$ cat src/rtl/window_integrator.sv
// window_integrator: integrates a signed ADC sample stream over framed windows
// and emits one result record per window (sum, count, min, max, flags) on a
// single-entry valid/ready output register.
//
// Ports:
//   clk, rst_n            clock, asynchronous active-low reset
//   in_data               signed sample
//   in_active/in_valid    window in progress / sample qualifies
//   in_first/in_last      window start / end markers
//   out_valid/out_ready   result record handshake
//   out_sum/out_num       signed sum and count of valid samples
//   out_min/out_max       extreme samples (0 for an empty window)
//   out_ovf/out_trunc     sum overflowed / window closed without in_last
//   lost_cnt              saturating count of records dropped on backpressure
//   out_sumsq             sum of squares (only with WINDOW_INTEGRATOR_SUMSQ_EN)
//
// Optional feature macro: WINDOW_INTEGRATOR_SUMSQ_EN adds out_sumsq.
module window_integrator #(
  parameter int unsigned DATA_W = 18,
  parameter int unsigned SUM_W  = 48,
  parameter int unsigned CNT_W  = 32,
  parameter int unsigned LOST_W = 16
) (
  input  logic                     clk,
  input  logic                     rst_n,
  input  logic signed [DATA_W-1:0] in_data,
  input  logic                     in_active,
  input  logic                     in_valid,
  input  logic                     in_first,
  input  logic                     in_last,
  output logic                     out_valid,
  input  logic                     out_ready,
  output logic signed [SUM_W-1:0]  out_sum,
  output logic [CNT_W-1:0]         out_num,
  output logic signed [DATA_W-1:0] out_min,
  output logic signed [DATA_W-1:0] out_max,
  output logic                     out_ovf,
  output logic                     out_trunc,
`ifdef WINDOW_INTEGRATOR_SUMSQ_EN
  output logic [2*DATA_W+CNT_W-1:0] out_sumsq,
`endif
  output logic [LOST_W-1:0]        lost_cnt
);

  localparam logic [0:0] S_IDLE  = 1'b0;
  localparam logic [0:0] S_ACCUM = 1'b1;

  logic [0:0]               state_q, state_d;
  logic signed [SUM_W-1:0]  sum_q, sum_d;
  logic [CNT_W-1:0]         num_q, num_d;
  logic signed [DATA_W-1:0] min_q, min_d, max_q, max_d;
  logic                     ovf_q, ovf_d;

  logic                     out_valid_q, out_valid_d;
  logic signed [SUM_W-1:0]  out_sum_q, out_sum_d;
  logic [CNT_W-1:0]         out_num_q, out_num_d;
  logic signed [DATA_W-1:0] out_min_q, out_min_d, out_max_q, out_max_d;
  logic                     out_ovf_q, out_ovf_d, out_trunc_q, out_trunc_d;
  logic [LOST_W-1:0]        lost_q, lost_d;

  logic                     in_accum, trunc_first, trunc_idle, win_on, take;
  logic                     rec_acc, close, drop_new, load;
  logic signed [SUM_W-1:0]  base_sum, data_ext, add_sum, upd_sum;
  logic [CNT_W-1:0]         base_num, upd_num;
  logic signed [DATA_W-1:0] base_min, base_max, upd_min, upd_max;
  logic                     base_ovf, add_ovf, upd_ovf;
  logic [1:0]               lost_inc;
  logic [LOST_W:0]          lost_sum;

`ifdef WINDOW_INTEGRATOR_SUMSQ_EN
  localparam int unsigned PR_W = 2 * DATA_W;
  localparam int unsigned SQ_W = 2 * DATA_W + CNT_W;
  logic [SQ_W-1:0]          sumsq_q, sumsq_d, out_sumsq_q, out_sumsq_d;
  logic [SQ_W-1:0]          cur_sumsq, base_sumsq;
  logic [PR_W-1:0]          sq_q, sq_d, sq_now;
  logic signed [PR_W-1:0]   dext;
  logic                     sq_vld_q, sq_vld_d;
`endif

  // Framing decode, window accumulation and result/output register next state
  always_comb begin
    in_accum    = (state_q == S_ACCUM);
    trunc_first = in_accum && in_first;
    trunc_idle  = in_accum && !in_first && !in_last && !in_active;
    win_on      = in_first || (in_accum && (in_active || in_last));
    take        = win_on && in_valid;
    // Truncated closes report the window as it stood before this cycle's sample
    rec_acc     = trunc_first || trunc_idle;
    close       = rec_acc || (win_on && in_last);
    // first+last mid-window: the old window takes the slot, the one-cycle window is lost
    drop_new    = trunc_first && in_last;

    base_sum = in_first ? '0 : sum_q;
    base_num = in_first ? '0 : num_q;
    base_min = in_first ? '0 : min_q;
    base_max = in_first ? '0 : max_q;
    base_ovf = in_first ? 1'b0 : ovf_q;

    data_ext = SUM_W'(in_data);
    add_sum  = base_sum + data_ext;
    add_ovf  = (base_sum[SUM_W-1] == data_ext[SUM_W-1]) &&
               (add_sum[SUM_W-1] != base_sum[SUM_W-1]);

    upd_sum = base_sum;
    upd_num = base_num;
    upd_min = base_min;
    upd_max = base_max;
    upd_ovf = base_ovf;
    if (take) begin
      upd_sum = add_sum;
      upd_ovf = base_ovf | add_ovf;
      if (!(&base_num)) upd_num = base_num + CNT_W'(1);
      if (base_num == '0) begin
        upd_min = in_data;
        upd_max = in_data;
      end else begin
        if (in_data < base_min) upd_min = in_data;
        if (in_data > base_max) upd_max = in_data;
      end
    end

    state_d = (win_on && !in_last) ? S_ACCUM : S_IDLE;
    sum_d   = '0;
    num_d   = '0;
    min_d   = '0;
    max_d   = '0;
    ovf_d   = 1'b0;
    if (state_d == S_ACCUM) begin
      sum_d = upd_sum;
      num_d = upd_num;
      min_d = upd_min;
      max_d = upd_max;
      ovf_d = upd_ovf;
    end

    // Single-entry output: a handshake frees the slot in the same cycle
    load        = close && !(out_valid_q && !out_ready);
    out_valid_d = out_valid_q && !out_ready;
    out_sum_d   = out_sum_q;
    out_num_d   = out_num_q;
    out_min_d   = out_min_q;
    out_max_d   = out_max_q;
    out_ovf_d   = out_ovf_q;
    out_trunc_d = out_trunc_q;
    if (load) begin
      out_valid_d = 1'b1;
      out_sum_d   = rec_acc ? sum_q : upd_sum;
      out_num_d   = rec_acc ? num_q : upd_num;
      out_min_d   = rec_acc ? min_q : upd_min;
      out_max_d   = rec_acc ? max_q : upd_max;
      out_ovf_d   = rec_acc ? ovf_q : upd_ovf;
      out_trunc_d = rec_acc;
    end

    lost_inc = 2'(close && out_valid_q && !out_ready) + 2'(drop_new);
    lost_sum = (LOST_W+1)'(lost_q) + (LOST_W+1)'(lost_inc);
    lost_d   = lost_sum[LOST_W] ? '1 : lost_sum[LOST_W-1:0];

`ifdef WINDOW_INTEGRATOR_SUMSQ_EN
    // Previous sample's square is held one cycle and folded into the running sum
    dext       = PR_W'(in_data);
    sq_now     = dext * dext;
    cur_sumsq  = sumsq_q + (sq_vld_q ? SQ_W'(sq_q) : '0);
    base_sumsq = in_first ? '0 : cur_sumsq;
    sumsq_d    = '0;
    sq_d       = '0;
    sq_vld_d   = 1'b0;
    if (state_d == S_ACCUM) begin
      sumsq_d  = base_sumsq;
      sq_d     = take ? sq_now : '0;
      sq_vld_d = take;
    end
    out_sumsq_d = out_sumsq_q;
    if (load) out_sumsq_d = rec_acc ? cur_sumsq
                                    : base_sumsq + (take ? SQ_W'(sq_now) : '0);
`endif
  end

  // State, accumulator and output registers
  always_ff @(posedge clk or negedge rst_n) begin
    if (!rst_n) begin
      state_q     <= S_IDLE;
      sum_q       <= '0;
      num_q       <= '0;
      min_q       <= '0;
      max_q       <= '0;
      ovf_q       <= 1'b0;
      out_valid_q <= 1'b0;
      out_sum_q   <= '0;
      out_num_q   <= '0;
      out_min_q   <= '0;
      out_max_q   <= '0;
      out_ovf_q   <= 1'b0;
      out_trunc_q <= 1'b0;
      lost_q      <= '0;
`ifdef WINDOW_INTEGRATOR_SUMSQ_EN
      sumsq_q     <= '0;
      sq_q        <= '0;
      sq_vld_q    <= 1'b0;
      out_sumsq_q <= '0;
`endif
    end else begin
      state_q     <= state_d;
      sum_q       <= sum_d;
      num_q       <= num_d;
      min_q       <= min_d;
      max_q       <= max_d;
      ovf_q       <= ovf_d;
      out_valid_q <= out_valid_d;
      out_sum_q   <= out_sum_d;
      out_num_q   <= out_num_d;
      out_min_q   <= out_min_d;
      out_max_q   <= out_max_d;
      out_ovf_q   <= out_ovf_d;
      out_trunc_q <= out_trunc_d;
      lost_q      <= lost_d;
`ifdef WINDOW_INTEGRATOR_SUMSQ_EN
      sumsq_q     <= sumsq_d;
      sq_q        <= sq_d;
      sq_vld_q    <= sq_vld_d;
      out_sumsq_q <= out_sumsq_d;
`endif
    end
  end

  assign out_valid = out_valid_q;
  assign out_sum   = out_sum_q;
  assign out_num   = out_num_q;
  assign out_min   = out_min_q;
  assign out_max   = out_max_q;
  assign out_ovf   = out_ovf_q;
  assign out_trunc = out_trunc_q;
  assign lost_cnt  = lost_q;
`ifdef WINDOW_INTEGRATOR_SUMSQ_EN
  assign out_sumsq = out_sumsq_q;
`endif

endmodule

$ cat config.mk
export PLATFORM = sky130hd
export DESIGN_NAME = window_integrator
export DESIGN_NICKNAME = d
export VERILOG_FILES = /design/src/rtl/window_integrator.sv
export SDC_FILE = /design/constraint.sdc
export NUM_CORES = 1
export LEC_CHECK = 0
export BUFFER_PORTS_ARGS = -buffer_cell sky130_fd_sc_hd__buf_2
export CAP_MARGIN = 10
export CELL_PAD_IN_SITES_DETAIL_PLACEMENT = 0
export CELL_PAD_IN_SITES_GLOBAL_PLACEMENT = 2
export CORE_MARGIN = 5
export CORE_UTILIZATION = 37
export DETAILED_ROUTE_END_ITERATION = 8
export PLACE_DENSITY = 0.87
export SLEW_MARGIN = 0
export SYNTH_ARGS = -nofsm -noshare
export SYNTH_HDL_FRONTEND = slang
export SYNTH_SLANG_ARGS = --single-unit
$ cat constraint.sdc
create_clock -name clk -period 4 [get_ports clk]
set_input_delay 1 -clock clk [delete_from_list [all_inputs] [get_ports clk]]
set_output_delay 1 -clock clk [all_outputs]
set_load 0.02 [all_outputs]
==> results of run 1 <==
path summary, 6_finish.rpt:
kind | to | slack (ns) | depth (start not counted)
max | min_q[15] | 0.32 | 18
min | out_num[25] | 0.47 | 1
max reg2reg | out_sum[40] | 0.65 | 13
min reg2reg | out_num[16] | 0.47 | 2
max in group asynchronous | max_q[2] | 2.68 | 2
min in group clk | out_num[16] | 0.47 | 2
sequential cells by signal, summed over array words and instances (netlist names):
signal	count
ovf_q	1
in_accum	1
out_ovf	1
out_valid	1
sum_q	48
out_trunc	1
out_num	32
out_min	18
max_q	18
out_sum	48
num_q	32
min_q	18
out_max	18
lost_cnt	16
power groups by stage:
stage	sequential (mW)	clock, mW	combinational (mW)
after global routing	2.91	3.33	1.63
final	2.88	3.13	1.48
after detailed placement	2.92	0	1.49
after floorplan	3.09	0	0.660
after CTS	2.88	3.21	1.50
after global placement	2.92	0	1.48
Yosys cell counts, types with 10 or more instances:
cell type | instances | share of area
mux2_2 | 20 | 0.014
xnor2_1 | 46 | 0.025
o21ai_0 | 116 | 0.037
nor2_1 | 226 | 0.054
o22ai_1 | 15 | 0.0059
a21o_1 | 47 | 0.022
mux2i_1 | 18 | 0.011
dfrtp_1 | 253 | 0.40
nand2_1 | 153 | 0.036
o21a_1 | 11 | 0.0052
o21ai_1 | 14 | 0.0044
clkbuf_1 | 93 | 0.022
a21oi_1 | 189 | 0.060
ha_1 | 83 | 0.066
nor2b_1 | 85 | 0.034
xor2_1 | 43 | 0.024
a32o_1 | 17 | 0.011
and2_1 | 12 | 0.0047
a221o_1 | 22 | 0.014
inv_1 | 58 | 0.014
nor3_1 | 12 | 0.0038
nand3_1 | 27 | 0.0085
buf_1 | 10 | 0.0024
and3_1 | 41 | 0.016
nand4_1 | 28 | 0.011
buf_2 | 11 | 0.0035
nand2b_1 | 31 | 0.012
a211oi_1 | 11 | 0.0052
area by class of cell:
cell class / instances / area [um2] / area share
Multi-Input combinational cell: 1391 / 9001 / 0.4519
Sequential cell: 253 / 6331 / 0.3178
Timing Repair Buffer: 370 / 2550 / 0.1280
Clock buffer: 49 / 1008 / 0.05062
Tap cell: 539 / 674.4 / 0.03385
Inverter: 59 / 221.5 / 0.01112
Clock inverter: 9 / 133.9 / 0.006721
repair_timing:
action	in CTS	in global routing
setup buffers	0	0
hold buffers	0	0
setup endpoints to repair	0	4
resized for setup	0	2
stage by stage:
| step | hold WS [ns] | utilization | cell area (um2) | setup slack [ns] |
|---|---|---|---|---|
| 6_report | 0.4659 | 0.4728 | 19920 | 0.3240 |
| 5_1_grt | 0.5002 | 0.4728 | 19920 | 0.01054 |
| 4_1_cts | 0.4768 | 0.4726 | 19910 | 0.2428 |
| 3_5_place_dp | 0.4605 | 0.4455 | 18770 | -0.3252 |
| 3_3_place_gp | 0.4477 | 0.4455 | 18770 | -0.2255 |
| 2_1_floorplan | 0.4941 | - | 16050 | -0.2173 |
metal layers:
layer,up-vias,share of wire,global-route usage
li1,6981,-,-
met1,7029,0.46,0.2931
met2,318,0.46,0.3478
met3,81,0.051,0.03780
met4,2,0.029,0.06720
met5,-,0.00026,0
cells by family after synthesis:
| family | synth area share |
|---|---|
| xor gates and xnor gates | 0.05027 |
| buffers and inverters | 0.04236 |
| and+or+nand+nor | 0.2020 |
| muxes | 0.02561 |
| DFF | 0.3999 |
| adders and majority gates | 0.06876 |
| AOI/OAI and AO/OA | 0.2110 |
worst max-delay path: cells and delay by family:
kind                       cells  cell delay (ns)
and+or+nand+nor                4             0.60
buffers and inverters          6             1.03
adders and majority gates      1             0.27
AOI/OAI and AO/OA              7             1.22
==> metrics.md, run 1 <==
| Metric | Value |
|---|---|
| Status | finished clean |
| Fin crit share | 0.9190 |
| Vias in the first global route | 14.68k |
| EDFF count, synth | 0 |
| Switching share of total power | 0.3033 |
| Setup Skew | 0.02505 ns |
| Worst setup EP type | flop |
| Post-Syn Area per Cell | 8.707 um2 |
| Slowest stage delay, CP | 0.32 ns |
| Overall Power | 7.492 mW |
| Initial Util | 0.3757 |
| Synth Warn # | 0 |
| Setup TNS | 0 ns |
| Drt via density | 5.397 |
| Library cells used by synthesis | 88 |
| Syn Nets | 1928 |
| Worst Setup SP | in_first |
| Num CTS Buffers | 34 |
| Most common cell after layout, fill and taps aside | dfrtp_1 |
| Antenna Cells | 0 |
| Mapped Cells | 1818 |
| Fill cells | 4116 |
| Row count | 75 |
| CP Max Fanout | 27 |
| Yosys reg bits | 253 |
| Crit path DAT | 4.14 ns |
| H-tree levels | 2 |
| 1st-pass router iterations | 5 |
| Sequential area share after synthesis | 0.3999 |
| Remaining Overflow, GRT | 0 |
| Worst Hold Class | in -> async |
| Fin nets | 2219 |
| Initial antenna violation count | 1 |
| Clock power frac | 0.418 |
| Critical path class | in -> reg |
| Routed wire length | 50.90 mm |
| Final setup vio count | 0 |
| CORE AREA | 42130 um2 |
| Fin. Hold Viols | 0 |
| Gr usage total | 0.2141 |
| Non-Filler Instances | 2670 |
| Max-slew violations | 0 |
| Power share of the sequential group | 0.384 |
| Post-synth top flop | dfrtp_1 |
| DRC viols | 0 |
| Clock Path Buffers | 3 |
| Cell chosen for the clock root | clkbuf_16 |
| Max_cap viols | 0 |
| Pin count of the biggest net entering global routing | 99 |
| Most frequent cell on the critical path | buf_4 |
| Initial DRC count | 868 |
| Clock sinks | 253 |
| Io pins | 160 |
| Leak Pwr | 9.609 nW |
| Share of cells above drive strength 1 | 0.2365 |
| Switch Pwr | 2.272 mW |
| First-pass GRT wire length | 81.66 mm |
| Die Outline Area | 47020 um2 |
| VDD IR max | 0.0002959 V |
| Post-Syn Area | 15830 um2 |
| Antenna Nets Post-Route | 0 |
| Hpwl dp | 36.85 mm |
| Final Critical Period | 3.676 ns |
| IO buf count | 159 |
| DR vias | 14.41k |
| Reg2reg start | sum_q[11] |
| Worst-Skew Late Latency | 0.54 ns |
| Worst Tran Pin Value | 0.8378 ns |
| Unrepaired setup endpoints after global routing | false |
| Die W | 216.8 um |
| Critical path required time | 4.46 ns |
| Crit path cell chain | buf_4 > buf_4 > buf_4 > nor2b_1 > inv_1 > ha_1 > a21o_1 > a21o_1 > a21o_1 > a21oi_1 > o21ai_1 > a311oi_2 > buf_4 > nor2_2 > buf_12 > nor2_1 > a21oi_1 > nor2_1 |
| P_int | 5.220 mW |
| P per Cell Area | 376.1 nW/um2 |
| DP Cell Count | 2612 |
| Die height | 216.8 um |
| Async SR Flop Fraction | 1.000 |
| Gate power share | 0.198 |
| Area Overhead vs Synth | 25.84% |
| TritonCTS clock tree | yes |
| Drt wl/cell | 19.06 um |
| GPL Wtd Cong | 0.9087 |
| Worst setup SP type | input pin |
| Clock-pin slew on the worst setup and hold paths | 0.06 ns |
| Achievable Freq | 272.0 MHz |
| Commonest cells after routing, fill and taps aside | dfrtp_1 (253), nor2_1 (225), buf_4 (199), a21oi_1 (185), buf_2 (157) |
| Slew headroom | 0.4415 |
| Slowest stage cell, crit path | a311oi_2 |
Power figures use the tool's default switching activity.
==> run 2: changes to the inputs <==
--- a/config.mk
+++ b/config.mk
@@ -5,7 +5,7 @@
 export SDC_FILE = /design/constraint.sdc
 export NUM_CORES = 1
 export LEC_CHECK = 0
-export BUFFER_PORTS_ARGS = -buffer_cell sky130_fd_sc_hd__buf_2
+export BUFFER_PORTS_ARGS = -buffer_cell sky130_fd_sc_hd__clkbuf_2
 export CAP_MARGIN = 10
 export CELL_PAD_IN_SITES_DETAIL_PLACEMENT = 0
 export CELL_PAD_IN_SITES_GLOBAL_PLACEMENT = 2
@@ -13,6 +13,7 @@
 export CORE_UTILIZATION = 37
 export DETAILED_ROUTE_END_ITERATION = 8
 export PLACE_DENSITY = 0.87
+export SKIP_CTS_REPAIR_TIMING = 1
 export SLEW_MARGIN = 0
 export SYNTH_ARGS = -nofsm -noshare
 export SYNTH_HDL_FRONTEND = slang
==> metrics.md, run 2 (synthesized netlist as in run 1, its figures left out) <==
| Metric | Value |
|---|---|
| Status | finished clean (unchanged) |
| Achievable Freq | 267.4 MHz (was 272.0 MHz) |
| Max_cap viols | 0 (unchanged) |
| Critical path required time | 4.48 ns (was 4.46 ns) |
| Max-slew violations | 0 (unchanged) |
| Area Overhead vs Synth | 25.68% (was 25.84%) |
| Overall Power | 6.952 mW (was 7.492 mW) |
| TritonCTS clock tree | yes (unchanged) |
| Final Critical Period | 3.740 ns (was 3.676 ns) |
| Worst setup SP type | input pin (unchanged) |
| DP Cell Count | 2646 (was 2612) |
| Antenna Cells | 0 (unchanged) |
| Die Outline Area | 47020 um2 (unchanged) |
| R2R Setup Slk | 0.59 ns (was 0.65 ns) |
| Fin crit share | 0.9350 (was 0.9190) |
| Unrepaired setup endpoints after global routing | false (unchanged) |
| Crit path cell chain | buf_4 > nor2b_1 > ha_1 > a21o_1 > a221o_1 > a32oi_1 > o211ai_2 > a311oi_2 > nor2_1 > o311ai_2 > a32oi_1 > xnor2_1 > a21o_1 > a21oi_1 (was buf_4 > buf_4 > buf_4 > nor2b_1 > inv_1 > ha_1 > a21o_1 > a21o_1 > a21o_1 > a21oi_1 > o21ai_1 > a311oi_2 > buf_4 > nor2_2 > buf_12 > nor2_1 > a21oi_1 > nor2_1) |
| Global routing's busiest layer | met2 (unchanged) |
| Leak Pwr | 9.567 nW (was 9.609 nW) |
| Worst r2r dst | out_sum[40] (unchanged) |
| Most common cell after layout, fill and taps aside | dfrtp_1 (unchanged) |
| Critical path class | in -> reg (unchanged) |
| P per Cell Area | 349.4 nW/um2 (was 376.1 nW/um2) |
| Initial antenna violation count | 1 (unchanged) |
| Fill cells | 4148 (was 4116) |
| WHS | 0.4141 ns (was 0.4659 ns) |
| Pin count of the biggest net entering global routing | 121 (was 99) |
| Drt wl/cell | 18.96 um (was 19.06 um) |
| Worst Tran Pin Value | 0.8534 ns (was 0.8378 ns) |
| IO buf count | 159 (unchanged) |
| DRC viols | 0 (unchanged) |
| Initial DRC count | 944 (was 868) |
| Vias in the first global route | 14.61k (was 14.68k) |
| H-tree levels | 1 (was 2) |
| Die height | 216.8 um (unchanged) |
| Gr usage total | 0.2099 (was 0.2141) |
| Cell chosen for the clock root | clkbuf_16 (unchanged) |
| Initial Util | 0.3757 (unchanged) |
| CP Max Fanout | 20 (was 27) |
| Worst setup EP type | flop (unchanged) |
| Fin. Hold Viols | 0 (unchanged) |
| CORE AREA | 42130 um2 (unchanged) |
| Remaining Overflow, GRT | 0 (unchanged) |
| Crit path DAT | 4.22 ns (was 4.14 ns) |
| Slew headroom | 0.4311 (was 0.4415) |
| Worst-Skew Late Latency | 0.59 ns (was 0.54 ns) |
| Antenna Nets Post-Route | 0 (unchanged) |
| Row count | 75 (unchanged) |
| Die W | 216.8 um (unchanged) |
| Met2 GRT Util | 0.3454 (was 0.3478) |
| Final Cell Area | 19900 um2 (was 19920 um2) |
| Commonest cells after routing, fill and taps aside | dfrtp_1 (253), buf_4 (235), nor2_1 (225), a21oi_1 (185), clkbuf_2 (157) (was dfrtp_1 (253), nor2_1 (225), buf_4 (199), a21oi_1 (185), buf_2 (157)) |
| Io pins | 160 (unchanged) |
| Reg2reg path depth | 13 (unchanged) |
| Met3 Track Usage GR | 0.03446 (was 0.03780) |
| Slowest stage cell, crit path | a221o_1 (was a311oi_2) |
| VDD IR max | 0.0003203 V (was 0.0002959 V) |
| Fin nets | 2249 (was 2219) |
| Num CTS Buffers | 30 (was 34) |
| CP bufs+invs | 1 (was 6) |
| GR Util met1 | 0.2913 (was 0.2931) |
| Top delay family on crit path | compound AO/OA/AOI/OAI gates (unchanged) |
| Reg2reg start | sum_q[11] (unchanged) |
| Share of cells above drive strength 1 | 0.2436 (was 0.2365) |
| Clock sinks | 253 (unchanged) |
| GPL Wtd Cong | 0.9040 (was 0.9087) |
| First-pass GRT wire length | 81.47 mm (was 81.66 mm) |
| DR vias | 14.47k (was 14.41k) |
| Drt via density | 5.377 (was 5.397) |
| DP Area | 19000 um2 (was 18770 um2) |
| Non-Filler Instances | 2690 (was 2670) |
| Setup Skew | 0.03527 ns (was 0.02505 ns) |
| Routed wire length | 51.00 mm (was 50.90 mm) |
| Clock-pin slew on the worst setup and hold paths | 0.06 ns (about the same) |
| Final setup vio count | 0 (unchanged) |
| Worst Hold Class | in -> async (unchanged) |
| Clock Path Buffers | 3 (unchanged) |
| Hpwl dp | 37.13 mm (was 36.85 mm) |
| Slowest stage delay, CP | 0.37 ns (was 0.32 ns) |
| 1st-pass router iterations | 5 (unchanged) |
==> run 2: how the worst max path moves through the flow <==
| stage | from | end | slack (ns) | cells after the start |
|---|---|---|---|---|
| 3_3_place_gp | in_first | out_sum[42] | -0.25 | 15 |
| 3_5_place_dp | in_first | out_sum[42] | -0.36 | 15 |
| 2_1_floorplan | in_first | out_sum[42] | -0.22 | 19 |
| 5_1_grt | in_first | out_sum[42] | 0.01 | 15 |
| 4_1_cts | in_first | out_sum[42] | 0.25 | 15 |
| 6_report | in_first | out_sum[40] | 0.26 | 14 |
==> run 2: layer usage <==
| metal | up-vias | part of all wire |
|---|---|---|
| met2 | 304 | 0.46 |
| met1 | 7030 | 0.47 |
| met5 | - | 0.00039 |
| li1 | 7046 | - |
| met3 | 83 | 0.047 |
| met4 | 2 | 0.026 |
==> run 2: area by class of cell <==
type | count | area, um2 | area share
Sequential cell | 253 | 6331 | 0.3182
Multi-Input combinational cell | 1391 | 9001 | 0.4524
Timing Repair Buffer | 404 | 2776 | 0.1396
Inverter | 59 | 221.5 | 0.01113
Clock inverter | 4 | 62.56 | 0.003144
Tap cell | 539 | 674.4 | 0.03390
Clock buffer | 40 | 828.3 | 0.04163
==> run 2: stage by stage <==
stage                       util  TNS (ns)  setup WS, ns
final                     0.4722         0        0.2601
after global routing      0.4722         0      0.009911
after CTS                 0.4721         0        0.2505
after detailed placement  0.4510    -13.94       -0.3608
after global placement    0.4510    -7.524       -0.2549
after floorplan                -    -1.669       -0.2173
==> run 2: where the power goes <==
group,internal (mW),switching [mW]
sequential,2.75,0.144
combinational,0.540,0.957
clock,1.49,1.08
==> run 3: changes to the inputs <==
--- a/config.mk
+++ b/config.mk
@@ -9,6 +9,7 @@
 export CAP_MARGIN = 10
 export CELL_PAD_IN_SITES_DETAIL_PLACEMENT = 0
 export CELL_PAD_IN_SITES_GLOBAL_PLACEMENT = 2
+export CORE_ASPECT_RATIO = 0.8
 export CORE_MARGIN = 5
 export CORE_UTILIZATION = 37
 export DETAILED_ROUTE_END_ITERATION = 8
==> metrics.md, run 3 (synthesized netlist as in run 1, its figures left out) <==
| Metric | Value |
|---|---|
| Unrepaired setup endpoints after global routing | false (unchanged) |
| IO buf count | 159 (unchanged) |
| Antenna Nets Post-Route | 0 (unchanged) |
| Antenna Cells | 0 (unchanged) |
| Die height | 195.0 um (was 216.8 um) |
| Final Cell Area | 19830 um2 (was 19900 um2) |
| Share of cells above drive strength 1 | 0.2356 (was 0.2436) |
| Pin count of the biggest net entering global routing | 121 (unchanged) |
| Drt via density | 5.340 (was 5.377) |
| Final Critical Period | 3.708 ns (was 3.740 ns) |
| Fin. Hold Viols | 0 (unchanged) |
| Commonest cells after routing, fill and taps aside | dfrtp_1 (253), nor2_1 (225), buf_4 (194), a21oi_1 (185), clkbuf_2 (157) (was dfrtp_1 (253), buf_4 (235), nor2_1 (225), a21oi_1 (185), clkbuf_2 (157)) |
| Setup TNS | 0 ns (unchanged) |
| Worst setup SP type | input pin (unchanged) |
| Achievable Freq | 269.7 MHz (was 267.4 MHz) |
| Critical path class | in -> reg (unchanged) |
| Slew headroom | 0.5088 (was 0.4311) |
| DP Area | 18760 um2 (was 19000 um2) |
| Initial Util | 0.3762 (was 0.3757) |
| Worst Tran Pin Value | 0.7368 ns (was 0.8534 ns) |
| Initial DRC count | 867 (was 944) |
| Final setup vio count | 0 (unchanged) |
| Max_cap viols | 0 (unchanged) |
| Routed wire length | 49.96 mm (was 51.00 mm) |
| Die Outline Area | 47050 um2 (was 47020 um2) |
| Row count | 67 (was 75) |
| Crit path DAT | 4.17 ns (was 4.22 ns) |
| R2R Setup Slk | 0.55 ns (was 0.59 ns) |
| Critical path required time | 4.46 ns (was 4.48 ns) |
| DR vias | 14.28k (was 14.47k) |
| H-tree levels | 1 (unchanged) |
| Die W | 241.3 um (was 216.8 um) |
| Leak Pwr | 9.481 nW (was 9.567 nW) |
| Clock sinks | 253 (unchanged) |
| CORE AREA | 42080 um2 (was 42130 um2) |
| Clock-pin slew on the worst setup and hold paths | 0.06 ns (about the same) |
| Worst setup EP type | flop (unchanged) |
| Gr usage total | 0.2108 (was 0.2099) |
| Drt wl/cell | 18.68 um (was 18.96 um) |
| DP Cell Count | 2620 (was 2646) |
| WHS | 0.4422 ns (was 0.4141 ns) |
| Post-place setup slack | -0.2855 ns (was -0.3608 ns) |
| Fin nets | 2209 (was 2249) |
| DRC viols | 0 (unchanged) |
| Remaining Overflow, GRT | 0 (unchanged) |
| CP Max Fanout | 30 (was 20) |
| P per Cell Area | 370.0 nW/um2 (was 349.4 nW/um2) |
| First-pass GRT wire length | 81.14 mm (was 81.47 mm) |
| Num CTS Buffers | 29 (was 30) |
| Status | finished clean (unchanged) |
| Hpwl dp | 36.08 mm (was 37.13 mm) |
| VDD IR max | 0.0003045 V (was 0.0003203 V) |
| Worst Hold Class | in -> async (unchanged) |
| Cell chosen for the clock root | clkbuf_16 (unchanged) |
| Overall Power | 7.338 mW (was 6.952 mW) |
| Post-Route Utilization | 0.4712 (was 0.4722) |
| Area Overhead vs Synth | 25.27% (was 25.68%) |
| Worst-Skew Late Latency | 0.59 ns (about the same) |
| Initial antenna violation count | 0 (was 1) |
| TritonCTS clock tree | yes (unchanged) |
| Most common cell after layout, fill and taps aside | dfrtp_1 (unchanged) |
| Fin crit share | 0.9270 (was 0.9350) |
| Max-slew violations | 0 (unchanged) |
| Non-Filler Instances | 2674 (was 2690) |
| Post-route setup slack | 0.2920 ns (was 0.2601 ns) |
| Vias in the first global route | 14.30k (was 14.61k) |
| Setup Skew | 0.01687 ns (was 0.03527 ns) |
| Clock Path Buffers | 3 (unchanged) |
| GPL Wtd Cong | 0.8726 (was 0.9040) |
| Io pins | 160 (unchanged) |
| 1st-pass router iterations | 5 (unchanged) |
==> run 3: cell count changes in the layout (fill, tap and decap cells not counted), moves of 3 or more <==
cell,previous run,this run
clkbuf_8,4,8
buf_12,10,13
clkbuf_1,6,1
clkinv_2,0,7
bufinv_16,1,5
buf_4,235,194
==> run 3: path summary, 6_finish.rpt <==
path                                   from  cells past startpoint     endpoint
worst max register to register    sum_q[11]                     14  out_sum[38]
worst min-delay path                  rst_n                      1  lost_cnt[2]
min in group clk                out_num[29]                      2  out_num[29]
worst min register to register  out_num[29]                      2  out_num[29]
worst max-delay path               in_first                     16  out_sum[38]
max in group asynchronous             rst_n                      2  out_min[13]
==> run 3: layout make-up <==
type / count / area [um2]
Fill cell: 4086 / 22250
Multi-Input combinational cell: 1391 / 9001
Sequential cell: 253 / 6331
Timing Repair Buffer: 365 / 2517
Clock buffer: 38 / 839.6
Tap cell: 552 / 690.7
Clock inverter: 16 / 229.0
Inverter: 59 / 221.5
==> run 3: worst max-delay path: stages <==
cell and delay (ns):
buf_4 0.17, buf_12 0.19, nor2b_1 0.19, ha_1 0.28
a21o_1 0.16, a21o_1 0.17, a21oi_1 0.25, o21ai_0 0.20
a2111oi_2 0.35, buf_4 0.17, o31a_1 0.18, o21ai_2 0.11
buf_4 0.14, xor2_1 0.14, a221oi_1 0.38, nor2_1 0.07
==> run 3: routing by layer <==
metal	vias to the layer above	track usage	part of all wire
met3	56	0.03286	0.051
met1	6906	0.3166	0.48
met4	0	0.03927	0.018
li1	6982	-	-
met5	-	0	0
met2	334	0.3253	0.45
==> run 3: report_power, final <==
group / total (mW) / switching (mW) / internal [mW]
Combinational: 1.47 / 0.945 / 0.525
Clock: 2.97 / 1.17 / 1.80
Sequential: 2.89 / 0.151 / 2.74
